`src/rtl/pwm_multi_channel_if.sv`:
```
// Word-addressed register bus between the CPU and pwm_multi_channel.
// The master drives address, data and strobes; the slave returns registered read data.
interface pwm_multi_channel_if #(
    parameter int unsigned CNT_WIDTH = 16
);
    logic [4:0]           busAddr;
    logic [CNT_WIDTH-1:0] busWdata;
    logic                 busWe;
    logic                 busRe;
    logic [CNT_WIDTH-1:0] busRdata;

    modport master (output busAddr, busWdata, busWe, busRe, input busRdata);
    modport slave  (input busAddr, busWdata, busWe, busRe, output busRdata);
endinterface

```
`src/rtl/pwm_multi_channel.sv`:
```
// Multi-channel PWM: shared prescaler and period counter, per-channel double-buffered duty.
// Optional centre-aligned counting is built only when PWM_CENTER_ALIGNED_EN is defined.
module pwm_multi_channel #(
    parameter int unsigned CHANNELS  = 4,
    parameter int unsigned CNT_WIDTH = 16,
    parameter int unsigned PSC_WIDTH = 8
) (
    input  logic                clk,
    input  logic                rst,
    pwm_multi_channel_if.slave  bus,
    output logic [CHANNELS-1:0] pwmOut,
    output logic                periodIrq
);
    localparam logic [4:0] ADDR_CTRL   = 5'h00;
    localparam logic [4:0] ADDR_PRESC  = 5'h01;
    localparam logic [4:0] ADDR_PERIOD = 5'h02;
    localparam logic [4:0] ADDR_CHEN   = 5'h03;
    localparam logic [4:0] ADDR_POL    = 5'h04;
    localparam logic [4:0] ADDR_CNT    = 5'h05;
    localparam logic [4:0] ADDR_DUTY   = 5'h10;

    logic                 en_q, en_d;
`ifdef PWM_CENTER_ALIGNED_EN
    logic                 centre_q, centre_d;
    logic                 down_q, down_d;
`endif
    logic [PSC_WIDTH-1:0] presc_q, presc_d, psc_q, psc_d;
    logic [CNT_WIDTH-1:0] period_q, period_d, act_period_q, act_period_d;
    logic [CNT_WIDTH-1:0] cnt_q, cnt_d, rdata_q, rdata_d;
    logic [CHANNELS-1:0]  chen_q, chen_d, pol_q, pol_d, pwm_q, pwm_d;
    logic [CNT_WIDTH-1:0] duty_q [CHANNELS];
    logic [CNT_WIDTH-1:0] duty_d [CHANNELS];
    logic [CNT_WIDTH-1:0] act_duty_q [CHANNELS];
    logic [CNT_WIDTH-1:0] act_duty_d [CHANNELS];
    logic                 irq_q, irq_d;
    logic                 tick, update;

    // Register file writes and registered read mux (reads see pre-write values)
    always_comb begin
        en_d     = en_q;
`ifdef PWM_CENTER_ALIGNED_EN
        centre_d = centre_q;
`endif
        presc_d  = presc_q;
        period_d = period_q;
        chen_d   = chen_q;
        pol_d    = pol_q;
        duty_d   = duty_q;
        rdata_d  = rdata_q;
        if (bus.busWe) begin
            case (bus.busAddr)
                ADDR_CTRL: begin
                    en_d = bus.busWdata[0];
`ifdef PWM_CENTER_ALIGNED_EN
                    centre_d = bus.busWdata[1];
`endif
                end
                ADDR_PRESC:  presc_d  = bus.busWdata[PSC_WIDTH-1:0];
                ADDR_PERIOD: period_d = bus.busWdata;
                ADDR_CHEN:   chen_d   = bus.busWdata[CHANNELS-1:0];
                ADDR_POL:    pol_d    = bus.busWdata[CHANNELS-1:0];
                default: begin
                    for (int i = 0; i < CHANNELS; i++) begin
                        if (bus.busAddr == ADDR_DUTY + 5'(i)) duty_d[i] = bus.busWdata;
                    end
                end
            endcase
        end
        if (bus.busRe) begin
            rdata_d = '0;
            case (bus.busAddr)
`ifdef PWM_CENTER_ALIGNED_EN
                ADDR_CTRL:   rdata_d = CNT_WIDTH'({centre_q, en_q});
`else
                ADDR_CTRL:   rdata_d = CNT_WIDTH'(en_q);
`endif
                ADDR_PRESC:  rdata_d = CNT_WIDTH'(presc_q);
                ADDR_PERIOD: rdata_d = period_q;
                ADDR_CHEN:   rdata_d = CNT_WIDTH'(chen_q);
                ADDR_POL:    rdata_d = CNT_WIDTH'(pol_q);
                ADDR_CNT:    rdata_d = cnt_q;
                default: begin
                    for (int i = 0; i < CHANNELS; i++) begin
                        if (bus.busAddr == ADDR_DUTY + 5'(i)) rdata_d = duty_q[i];
                    end
                end
            endcase
        end
    end

    // Prescaler, period counter and shadow-to-active transfer
    always_comb begin
        psc_d        = psc_q;
        cnt_d        = cnt_q;
        act_period_d = act_period_q;
        act_duty_d   = act_duty_q;
        tick         = 1'b0;
        update       = 1'b0;
`ifdef PWM_CENTER_ALIGNED_EN
        down_d       = down_q;
`endif
        if (!en_q) begin
            psc_d        = '0;
            cnt_d        = '0;
            act_period_d = period_q;
            act_duty_d   = duty_q;
`ifdef PWM_CENTER_ALIGNED_EN
            down_d       = 1'b0;
`endif
        end else begin
            tick  = (psc_q == presc_q);
            // A PRESC write below the running psc wraps without producing a tick
            psc_d = (psc_q >= presc_q) ? '0 : psc_q + PSC_WIDTH'(1);
`ifdef PWM_CENTER_ALIGNED_EN
            if (!centre_q) down_d = 1'b0;
`endif
            if (tick) begin
`ifdef PWM_CENTER_ALIGNED_EN
                if (centre_q && down_q) begin
                    if (cnt_q == '0) begin
                        update = 1'b1;
                        cnt_d  = (period_q == '0) ? '0 : CNT_WIDTH'(1);
                        down_d = (period_q == '0);
                    end else begin
                        cnt_d = cnt_q - CNT_WIDTH'(1);
                    end
                end else if (centre_q) begin
                    if (cnt_q >= act_period_q) begin
                        down_d = 1'b1;
                        cnt_d  = (cnt_q == '0) ? '0 : cnt_q - CNT_WIDTH'(1);
                    end else begin
                        cnt_d = cnt_q + CNT_WIDTH'(1);
                    end
                end else
`endif
                begin
                    if (cnt_q == act_period_q) begin
                        cnt_d  = '0;
                        update = 1'b1;
                    end else begin
                        cnt_d = cnt_q + CNT_WIDTH'(1);
                    end
                end
            end
            if (update) begin
                act_period_d = period_q;
                act_duty_d   = duty_q;
            end
        end
    end

    // Channel outputs; disabled channels and a stopped timer sit at the POL idle level
    always_comb begin
        pwm_d = pol_q;
        for (int i = 0; i < CHANNELS; i++) begin
            if (en_q && chen_q[i]) pwm_d[i] = (cnt_q < act_duty_q[i]) ^ pol_q[i];
        end
        irq_d = update;
    end

    always_ff @(posedge clk or negedge rst) begin
        if (!rst) begin
            en_q         <= 1'b0;
`ifdef PWM_CENTER_ALIGNED_EN
            centre_q     <= 1'b0;
            down_q       <= 1'b0;
`endif
            presc_q      <= '0;
            psc_q        <= '0;
            period_q     <= '0;
            act_period_q <= '0;
            cnt_q        <= '0;
            rdata_q      <= '0;
            chen_q       <= '0;
            pol_q        <= '0;
            pwm_q        <= '0;
            duty_q       <= '{default: '0};
            act_duty_q   <= '{default: '0};
            irq_q        <= 1'b0;
        end else begin
            en_q         <= en_d;
`ifdef PWM_CENTER_ALIGNED_EN
            centre_q     <= centre_d;
            down_q       <= down_d;
`endif
            presc_q      <= presc_d;
            psc_q        <= psc_d;
            period_q     <= period_d;
            act_period_q <= act_period_d;
            cnt_q        <= cnt_d;
            rdata_q      <= rdata_d;
            chen_q       <= chen_d;
            pol_q        <= pol_d;
            pwm_q        <= pwm_d;
            duty_q       <= duty_d;
            act_duty_q   <= act_duty_d;
            irq_q        <= irq_d;
        end
    end

    assign bus.busRdata = rdata_q;
    assign pwmOut       = pwm_q;
    assign periodIrq    = irq_q;
endmodule
```
`src/flat_wrapper.sv`:
```
// flat-port wrapper written by rule: the top's interface ports become plain ports
module pwm_multi_channel_flat 
#(
    parameter int unsigned CHANNELS  = 4,
    parameter int unsigned CNT_WIDTH = 16,
    parameter int unsigned PSC_WIDTH = 8
)
  (clk, rst, pwmOut, periodIrq, bus_busAddr, bus_busWdata, bus_busWe, bus_busRe, bus_busRdata);
  pwm_multi_channel_if #(.CNT_WIDTH(CNT_WIDTH)) bus_i ();
  input  logic clk;
  input  logic rst;
  output logic [CHANNELS-1:0] pwmOut;
  output logic periodIrq;
  input wire logic [$bits(bus_i.busAddr)-1:0] bus_busAddr;
  input wire logic [$bits(bus_i.busWdata)-1:0] bus_busWdata;
  input wire logic [$bits(bus_i.busWe)-1:0] bus_busWe;
  input wire logic [$bits(bus_i.busRe)-1:0] bus_busRe;
  output wire logic [$bits(bus_i.busRdata)-1:0] bus_busRdata;
  assign bus_i.busAddr = bus_busAddr;
  assign bus_i.busWdata = bus_busWdata;
  assign bus_i.busWe = bus_busWe;
  assign bus_i.busRe = bus_busRe;
  assign bus_busRdata = bus_i.busRdata;
  pwm_multi_channel #(.CHANNELS(CHANNELS), .CNT_WIDTH(CNT_WIDTH), .PSC_WIDTH(PSC_WIDTH)) u_core (.clk(clk), .rst(rst), .bus(bus_i), .pwmOut(pwmOut), .periodIrq(periodIrq));
endmodule
```
`config.mk`:
```
export PLATFORM = sky130hd
export DESIGN_NAME = pwm_multi_channel_flat
export DESIGN_NICKNAME = d
export VERILOG_FILES = /design/src/rtl/pwm_multi_channel_if.sv /design/src/rtl/pwm_multi_channel.sv /design/src/flat_wrapper.sv
export SDC_FILE = /design/constraint.sdc
export NUM_CORES = 1
export LEC_CHECK = 0
export ABC_CLOCK_PERIOD_IN_PS = 2600
export CAP_MARGIN = 40
export CELL_PAD_IN_SITES_DETAIL_PLACEMENT = 1
export CELL_PAD_IN_SITES_GLOBAL_PLACEMENT = 2
export CORE_ASPECT_RATIO = 0.6
export CORE_MARGIN = 4
export CORE_UTILIZATION = 28
export CTS_CLUSTER_DIAMETER = 40
export DETAILED_ROUTE_END_ITERATION = 8
export PLACE_DENSITY = 0.69
export REMOVE_ABC_BUFFERS = 1
export SYNTH_ARGS = -nofsm -noshare
export SYNTH_HDL_FRONTEND = slang
export SYNTH_SLANG_ARGS = --single-unit
```
`constraint.sdc`:
```
create_clock -name clk -period 2.6 [get_ports clk]
set_clock_uncertainty 0.2 [all_clocks]
set_input_delay 0.39 -clock clk [delete_from_list [all_inputs] [get_ports clk]]
set_output_delay 0.39 -clock clk [all_outputs]
set_load 0.1 [all_outputs]
```
== Yosys cells after proc, flatten, opt, wreduce, memory -nomap -nowiden ==
Cells that the tools add are included.

* Bits in registers: 222
* Input bits: 25
* Output and inout port bits: 21
* Logic and storage cells: 81

* Add/subtract/negate cells: 2
* $lt $le $gt $ge: 5
* Equality and inequality tests: 13
* Muxes and demuxes: 22
* Bitwise operators: 5
* Reductions and logical operators: 15

{| class="wikitable"
|+ Operators by type and width
! operator !! count
|-
| $mux 16 || 9
|-
| $mux 64 || 2
|-
| $pmux 16 s6 || 1
|-
| $lt 16x16->1 || 4
|-
| $eq 5x5->1 const B || 4
|-
| $add 16x1->16 const B || 1
|-
| $eq 16x16->1 || 1
|-
| $mux 8 || 2
|-
| $reduce_and 3->1 || 4
|-
| $eq 5x2->1 const B || 2
|-
| $eq 5x3->1 const B || 2
|-
| $reduce_and 2->1 || 5
|-
| $add 8x1->8 const B || 1
|-
| $eq 8x8->1 || 1
|-
| $ge 8x8->1 || 1
|-
| $mux 1 || 8
|-
| $eq 5x1->1 const B || 1
|-
| $logic_not 5->1 || 1
|-
| $reduce_or 5->1 || 1
|-
| $logic_and 1x1->1 || 4
|-
| $ne 2x2->1 const B || 2
|-
| $xor 1x1->1 || 4
|-
| $not 1->1 || 1
|}

== Logic depth before layout (Yosys ltp) ==
* Depth after elaboration: 6
* Mapped depth: 9
* Gate-level depth less buffers: 7

== Least setup slack after synthesis ==
OpenSTA, ideal clock, no wires.

* Path kind: register to register
* From: register u_core.psc_q[5]
* To: register u_core.act_period_q[10]
* Setup time: 0.125 ns
* Data arrival time: 2.092 ns
* Required time: 2.275 ns
* Setup slack: 0.184 ns
* Cell stages (with the launch flop): 8
* Buffers on the path: 2
* Clock period less this slack: 2.416 ns
* Cells stage by stage: dfrtp_1 -> ha_1 -> nand4_1 -> or2_2 -> clkbuf_1 -> o21ai_2 -> buf_4 -> mux2_2

* Word-level cells in the longest chain between the ends: 4

{| class="wikitable"
|+ RTL lines
! item !! RTL line !! text
|-
| from (decl) || pwm_multi_channel.sv:27 || <nowiki>logic [PSC_WIDTH-1:0] presc_q, presc_d, psc_q, psc_d;</nowiki>
|-
| from (signal assigned) || pwm_multi_channel.sv:187 || <nowiki>psc_q <= psc_d;</nowiki>
|-
| $eq 8x8->1 || pwm_multi_channel.sv:111 || <nowiki>tick = (psc_q == presc_q);</nowiki>
|-
| $mux 1 || pwm_multi_channel.sv:117 || <nowiki>if (tick) begin</nowiki>
|-
| $mux 1 || pwm_multi_channel.sv:102 || <nowiki>if (!en_q) begin</nowiki>
|-
| $ne 2x2->1 (no line) || n/a ||
|-
| to (signal assigned) || pwm_multi_channel.sv:189 || <nowiki>act_period_q <= act_period_d;</nowiki>
|-
| to (decl) || pwm_multi_channel.sv:28 || <nowiki>logic [CNT_WIDTH-1:0] period_q, period_d, act_period_q, act_period_d;</nowiki>
|}

No other way between the ends. The select of a mux whose other input is x is not followed.
A chain may end at the register's enable or synchronous reset.

== Worst setup path after layout ==
* From: register u_core.cnt_q[5]
* To: register u_core.act_duty_q[53] in the netlist's numbering

* Word-level cells in the longest chain between the ends: 5

{| class="wikitable"
|+ RTL lines
! item !! RTL line !! text
|-
| from (decl) || pwm_multi_channel.sv:29 || <nowiki>logic [CNT_WIDTH-1:0] cnt_q, cnt_d, rdata_q, rdata_d;</nowiki>
|-
| from (signal assigned) || pwm_multi_channel.sv:190 || <nowiki>cnt_q <= cnt_d;</nowiki>
|-
| $eq 16x16->1 || pwm_multi_channel.sv:137 || <nowiki>if (cnt_q == act_period_q) begin</nowiki>
|-
| $mux 1 || pwm_multi_channel.sv:137 ||
|-
| $mux 1 || pwm_multi_channel.sv:117 ||
|-
| $mux 1 || pwm_multi_channel.sv:102 ||
|-
| $ne 2x2->1 (no line) || n/a ||
|-
| to (signal assigned) || pwm_multi_channel.sv:196 || <nowiki>act_duty_q <= act_duty_d;</nowiki>
|-
| to (decl) || pwm_multi_channel.sv:33 || <nowiki>logic [CNT_WIDTH-1:0] act_duty_q [CHANNELS];</nowiki>
|}

No other way between the ends. The select of a mux whose other input is x is not followed.

==> results.md <==
* Count of distinct cell types in the synthesized netlist at 55
* Vias in the first global route at 8,875
* Final min period at 2.569 ns
* Number of buffers created by CTS at 28
* Synthesized instance count at 982
* Starting density of the core at 28.75%
* Critical Path Start Type: register
* DR iter-0 viols at 561
* Post-synthesis sequential element count at 222
* Worst-case setup slack after placement at -0.01796 ns
* Clock root buffer: clkbuf_16
* Share of total power in combinational logic at 23.2%
* Max_cap viols at 0
* Slowest cell on the critical path: dfrtp_1
* DIE AREA at 0.04405 sq mm
* Io pins at 46
* Ratio of total power to cell area at 825.8 mW/mm^2
* Highest fanout seen on the critical path at 7
* Area of the core at 0.03959 sq mm
* Synth Flop Type: dfrtp_1
* Yosys Warn Count at 0
* Total length of routed wires at 38,770 um
* Final hold vios at 0
* Global-route congestion overflow total at 0
* Unrepaired setup endpoints after global routing: yes
* Beginning of the critical path: u_core.cnt_q[5]$_DFFE_PN0P_
* Final period util at 98.82%
* Layout area overhead at 25.09%
* Post-synthesis area per instance at 11.59 sq um
* Die W at 268.3 um
* Slew Limit Fails at 0
* Die span in y at 164.2 um
* Top post-synthesis cells by area: dfrtp_1 49%, mux2_2 17%, ha_1 7.7%, a22oi_1 2.6%, inv_1 2.5%
* Global placer's final weighted congestion at 0.8634
* Type of the worst min-delay path: in -> async
* Flop pwr share at 40.6%
* Fraction of power consumed by the clock network at 36.2%
* Largest net degree at the start of global routing at 56
* Part of the Yosys area used for sequential elements at 48.80%
* Mean number of vias per cell at 5.141
* Worst-path clk slew at 0.06 ns
* Smallest setup slack after layout at 0.03058 ns
* Fraction of final layout cells sized beyond drive strength 1 at 31.47%
* Number of nets still failing antenna checks after routing at 0
* Cell area after technology mapping at 0.01138 sq mm
* Reg2Reg Launch Point: u_core.cnt_q[5]$_DFFE_PN0P_
* Via count at 8,472
* Cell chain of the critical path: buf_6, xor2_2, nor4_2, nand4_1, o21ai_4, buf_12, buf_8, buf_6, mux2_4
* Maximum frequency from static timing analysis at 0.3892 GHz
* Hold_ws at 0.1337 ns
* Detailed Place HPWL at 28,300 um
* Average wire per standard cell at 23.52 um
* Net count, final at 1,199
* Async S/R FF share, synth at 100.0%
* Largest voltage drop on the vdd net at 0.3874 mV
* Required time of the worst setup path at 2.83 ns
* Internal power of the cells at 8.051 mW
* Result of the run: finished clean
* Crit path kind: reg -> reg
* Detailed-route DRC error count at 0
* Tot GR Track Use at 17.65%
* Relative slew margins at 58.06%
* Clock Sink Count at 222
* Critical path's most frequent cell: buf_6
* Switching power of the nets at 3.708 mW
* Max stage delay on crit path at 0.40 ns
* Wire length of the first global-routing pass at 58,460 um
* Detailed Routing Iterations Pass 1 at 6
* Initial antenna violation count at 2
* Fraction of synthesized cell area taken by the top area cell type at 48.80%
* Largest buffer count on any clock path at 3
* Total power at 11.76 mW
* CTS H-Tree Depth at 1
* Kind of end point of the critical path: register
* Row count at 56
* Static Leak at 6.643 nW
* Worst Tran Pin Value at 0.6292 ns
* Arrival @ worst endpoint at 2.80 ns
* Switching share of total power at 31.53%
* Insertion delay of the later-clocked pin in the worst-skew pair at 0.55 ns
* Post-synth top area cell: dfrtp_1
* Fin Setup TNS at 0 ns
* Setup violation total in the final timing report at 0
* Number of buffers inserted by port buffering at 45
* EDFF count, synth at 0
* CTS tree: yes
-- cells by family (layout without fill, tap and decap cells) --
group	after synthesis	after routing	share of synthesized area, %
AO/OA/AOI/OAI	159	159	9.837
AND/OR/NAND/NOR	200	200	9.189
XOR/XNOR	26	26	2.000
multiplexers	182	182	17.98
other	0	1	0
adder cells (fa/ha/maj)	70	70	7.694
flip-flops	222	222	48.80
buffers and inverters	123	266	4.495
-- final cells by class --
cell class | instances | area, sq um
Fill cell | 4284 | 25350
Sequential cell | 222 | 5555
Multi-Input combinational cell | 637 | 5366
Timing Repair Buffer | 139 | 1358
Clock buffer | 35 | 788.3
Tap cell | 522 | 653.1
Inverter | 76 | 285.3
Clock inverter | 16 | 231.5
Antenna cell | 1 | 2.502
-- flip-flops by register name, indices dropped and copies added (netlist names) --
register             flops
u_core.act_duty_q       64
u_core.act_period_q     16
u_core.bus.busRdata     16
u_core.chen_q            4
u_core.cnt_q            16
u_core.duty_q           64
u_core.en_q              1
u_core.periodIrq         1
u_core.period_q         16
u_core.pol_q             4
u_core.presc_q           8
u_core.psc_q             8
u_core.pwmOut            4
-- worst paths after layout --
| path | cells after the start | slack [ns] | endpoint |
|---|---|---|---|
| max in group asynchronous | 3 | 1.37 | u_core.duty_q[29]$_DFFE_PN0P_ |
| max reg2reg | 9 | 0.03 | u_core.act_duty_q[53]$_DFFE_PN0P_ |
| max | 9 | 0.03 | u_core.act_duty_q[53]$_DFFE_PN0P_ |
| min in group clk | 2 | 0.23 | u_core.bus.busRdata[0]$_DFFE_PN0P_ |
| min | 2 | 0.13 | u_core.psc_q[0]$_DFF_PN0_ |
| min reg2reg | 1 | 0.29 | u_core.act_duty_q[15]$_DFFE_PN0P_ |
-- layer usage --
metal  vias to the layer above  wire length (um)  global-route usage (%)
met5                         -                 7                       0
met4                         2               400                   2.028
met3                        37              2468                   4.132
met2                       166             15160                   23.93
met1                      4437             20730                   28.66
li1                       3830                 -                       -
-- synthesized netlist by cell type, drive strengths merged (3+ instances only) --
cell type,count
or2,4
a31oi,3
xor2,24
a41oi,13
nand4,16
nor2,49
a221oi,5
a211oi,8
nand2,49
o21ai,33
dfrtp,222
or3,3
o211ai,11
ha,70
or3b,3
and4,6
nor3,13
nand3,17
o21a,4
inv,76
nor2b,4
and3,11
o311ai,4
a211o,3
nor4,10
buf,27
a22o,6
clkbuf,20
nand4b,4
a21oi,17
nor3b,8
a22oi,39
mux2,180
a21o,4
-- power by group through the flow --
stage	clock, mW	sequential [mW]	combinational, mW
after CTS	4.36	4.75	2.67
final	4.26	4.77	2.73
after detailed placement	0	4.81	2.63
after global routing	4.53	4.85	2.98
after global placement	0	4.78	2.57
after floorplan	0	4.82	1.44
-- worst max-delay path: cells and delay by family (launching register included) --
kind	cells	cell delay, ns
AOI/OAI and AO/OA	1	0.25
and+or+nand+nor	2	0.57
xor gates and xnor gates	1	0.17
buffers and inverters	4	0.57
muxes	1	0.30
DFF	1	0.40
-- cell usage in the layout (no fill, tap or decap), types with 4 or more instances in the layout --
cell / instances
a211oi_1: 8
a21o_1: 4
a21oi_1: 17
a221oi_1: 5
a22o_1: 6
a22oi_1: 39
a41oi_1: 13
and3_1: 11
and4_1: 6
buf_12: 18
buf_4: 90
buf_6: 5
bufinv_16: 5
clkbuf_16: 29
clkbuf_8: 4
clkdlybuf4s50_1: 22
clkinv_2: 4
clkinv_4: 4
dfrtp_1: 222
ha_1: 70
inv_1: 76
mux2_1: 6
mux2_2: 167
mux2_4: 7
nand2_1: 46
nand3_1: 17
nand4_1: 16
nand4b_1: 4
nor2_1: 48
nor2b_1: 4
nor3_1: 12
nor3b_1: 7
nor4_1: 9
o211ai_1: 11
o21a_1: 4
o21ai_0: 32
o311ai_0: 4
xor2_1: 23
-- stage by stage --
| stage | util, % | instances | area [sq um] |
|---|---|---|---|
| 2_1_floorplan | - | 935 | 11160 |
| 3_3_place_gp | 33.06 | 1588 | 13090 |
| 3_5_place_dp | 33.06 | 1588 | 13090 |
| 4_1_cts | 35.67 | 1640 | 14120 |
| 5_1_grt | 35.96 | 1647 | 14240 |
| 6_report | 35.97 | 1648 | 14240 |
-- repair_timing --
item                                    4_1_cts  5_1_grt
resized for setup                             1       17
pin swaps                                     0        3
hold buffers                                  1        0
hold endpoints to repair                    218        0
endpoints found under the setup margin        1       69
buffers inserted                              0        7
(Power assumes the default switching activity.)
==> variant: new RTL, same flow settings <==
Remove the register `irq_q`: a continuous assignment takes its place, so the output `periodIrq` follows one clock earlier.
--- a/src/rtl/pwm_multi_channel.sv
+++ b/src/rtl/pwm_multi_channel.sv
@@ -176,7 +176,6 @@
             pwm_q        <= '0;
             duty_q       <= '{default: '0};
             act_duty_q   <= '{default: '0};
-            irq_q        <= 1'b0;
         end else begin
             en_q         <= en_d;
 `ifdef PWM_CENTER_ALIGNED_EN
@@ -194,9 +193,10 @@
             pwm_q        <= pwm_d;
             duty_q       <= duty_d;
             act_duty_q   <= act_duty_d;
-            irq_q        <= irq_d;
-        end
-    end
+        end
+    end
+
+    assign irq_q = irq_d;
 
     assign bus.busRdata = rdata_q;
     assign pwmOut       = pwm_q;
Function: changed (a bounded check fails within 4 cycles, from zero or initial values and one cycle with rst low).
==> variant against the original RTL <==
  * The run now ends with negative setup slack left
  * Sequential cell count fell by 1
  * Utilization grew 1.8 points
  * Final area grew 4.8%
  * Critical path type is now reg -> out
  * Sequential share of layout area shrank 1.9 points
  * Via count is 2.5% higher
  * Total power increased by 4.9%
  * Area after synthesis down 0.22%
  * Worst setup slack worse by 0.44 ns
  * Routed wire length up 3.9%
==> variant: results <==
[worst_setup_path]
reg2reg_slack_ns = -0.08
critPathArrivalTime_ns = 2.42
crit_family = "simple AND/OR/NAND/NOR gates"
r2r_cells = 8
critPathMaxFanout = 2
crit_end = "periodIrq"
cpPeakStageDelay_ns = 0.48
startpoint = "u_core.act_period_q[14]"
crit_slowest_cell = "dfrtp_2"

[cells_and_area]
multiInputGateArea_um2 = 5660
fillers = 4287
nets = 1222
drive_above_1_share = 0.341
buffer_area_frac = 0.117
sh_seq_area = 0.371
stdcell_count = 1673
seq_cell_count = 221
design_area_um2 = 14900
clock_buffers = 39

[power]
p_leak_uw = 0.00713
p_total_uw = 12300
irDropWorstVdd_mv = 0.566
clock_power_share = 0.346
p_sw_frac = 0.327

[clock_tree]
numCtsBuffers = 30

[yosys]
ys_seq_area_frac = 0.487
synth_compound_area_frac = 0.0986
synthTopCellsByCount = "dfrtp_1 (221), mux2_2 (174), inv_1 (76), ha_1 (70), nor2_1 (48)"
synthXorXnorAreaFrac = 0.0200
synth_cells = 981
yosys-top-cells-area = "dfrtp_1 (49%), mux2_2 (17%), ha_1 (7.7%)"
yosys.area_share.adder = 0.0771
muxShareOfSynthArea = 0.180

[route]
drtIter0Drc = 566
maxUsedRoutingLayer = "met4"
wirelength_um = 40300
dr.pass1.iters = 5
drt-met1-wl_um = 21300
wl_met2_um = 15800
via_count = 8688

[timing]
final-setup-viol-count = 77
fin_ws_ns = -0.414
max_slew.worst_pin.slew_ns = 0.567

[status]
violations = "negative setup slack"
status = "finished, violations left"

[global_routing]
grt_pass1_wl_um = 58800
grt_util_met3 = 0.0437
gr-usage-met1 = 0.284
antenna_found_initial = 0
grt_pass1_vias = 8977
use_met2 = 0.245

[placed_design]
dp_cells = 1592
post-place-ws_ns = -0.132
post-dp-hpwl_um = 28600
[variant: changes by cell type in the layout (fill, tap and decap cells not counted), moves of 4 or more]
cell       unedited run  this run
buf_4                90        96
bufinv_16             5         1
clkbuf_16            29        37
mux2_1                6         0
mux2_2              167       102
mux2_4                7        78
[variant: worst min path at each step]
stage	start	end	slack, ns	cells after the start
6_report	rst	u_core.act_duty_q[54]	0.14	2
5_1_grt	rst	u_core.act_duty_q[54]	0.16	2
4_1_cts	bus_busRe	u_core.bus.busRdata[0]	0.11	2
3_5_place_dp	rst	u_core.psc_q[7]	0.14	1
3_3_place_gp	rst	u_core.psc_q[6]	0.14	1
2_1_floorplan	rst	u_core.act_duty_q[0]	-0.11	0
[variant: repair_timing]
action	in CTS	in global routing
pin swaps	7	2
setup endpoints to repair	27	81
hold endpoints to repair	196	0
resized for setup	20	88
hold buffers	1	0
gates cloned	2	6
setup buffers	8	9
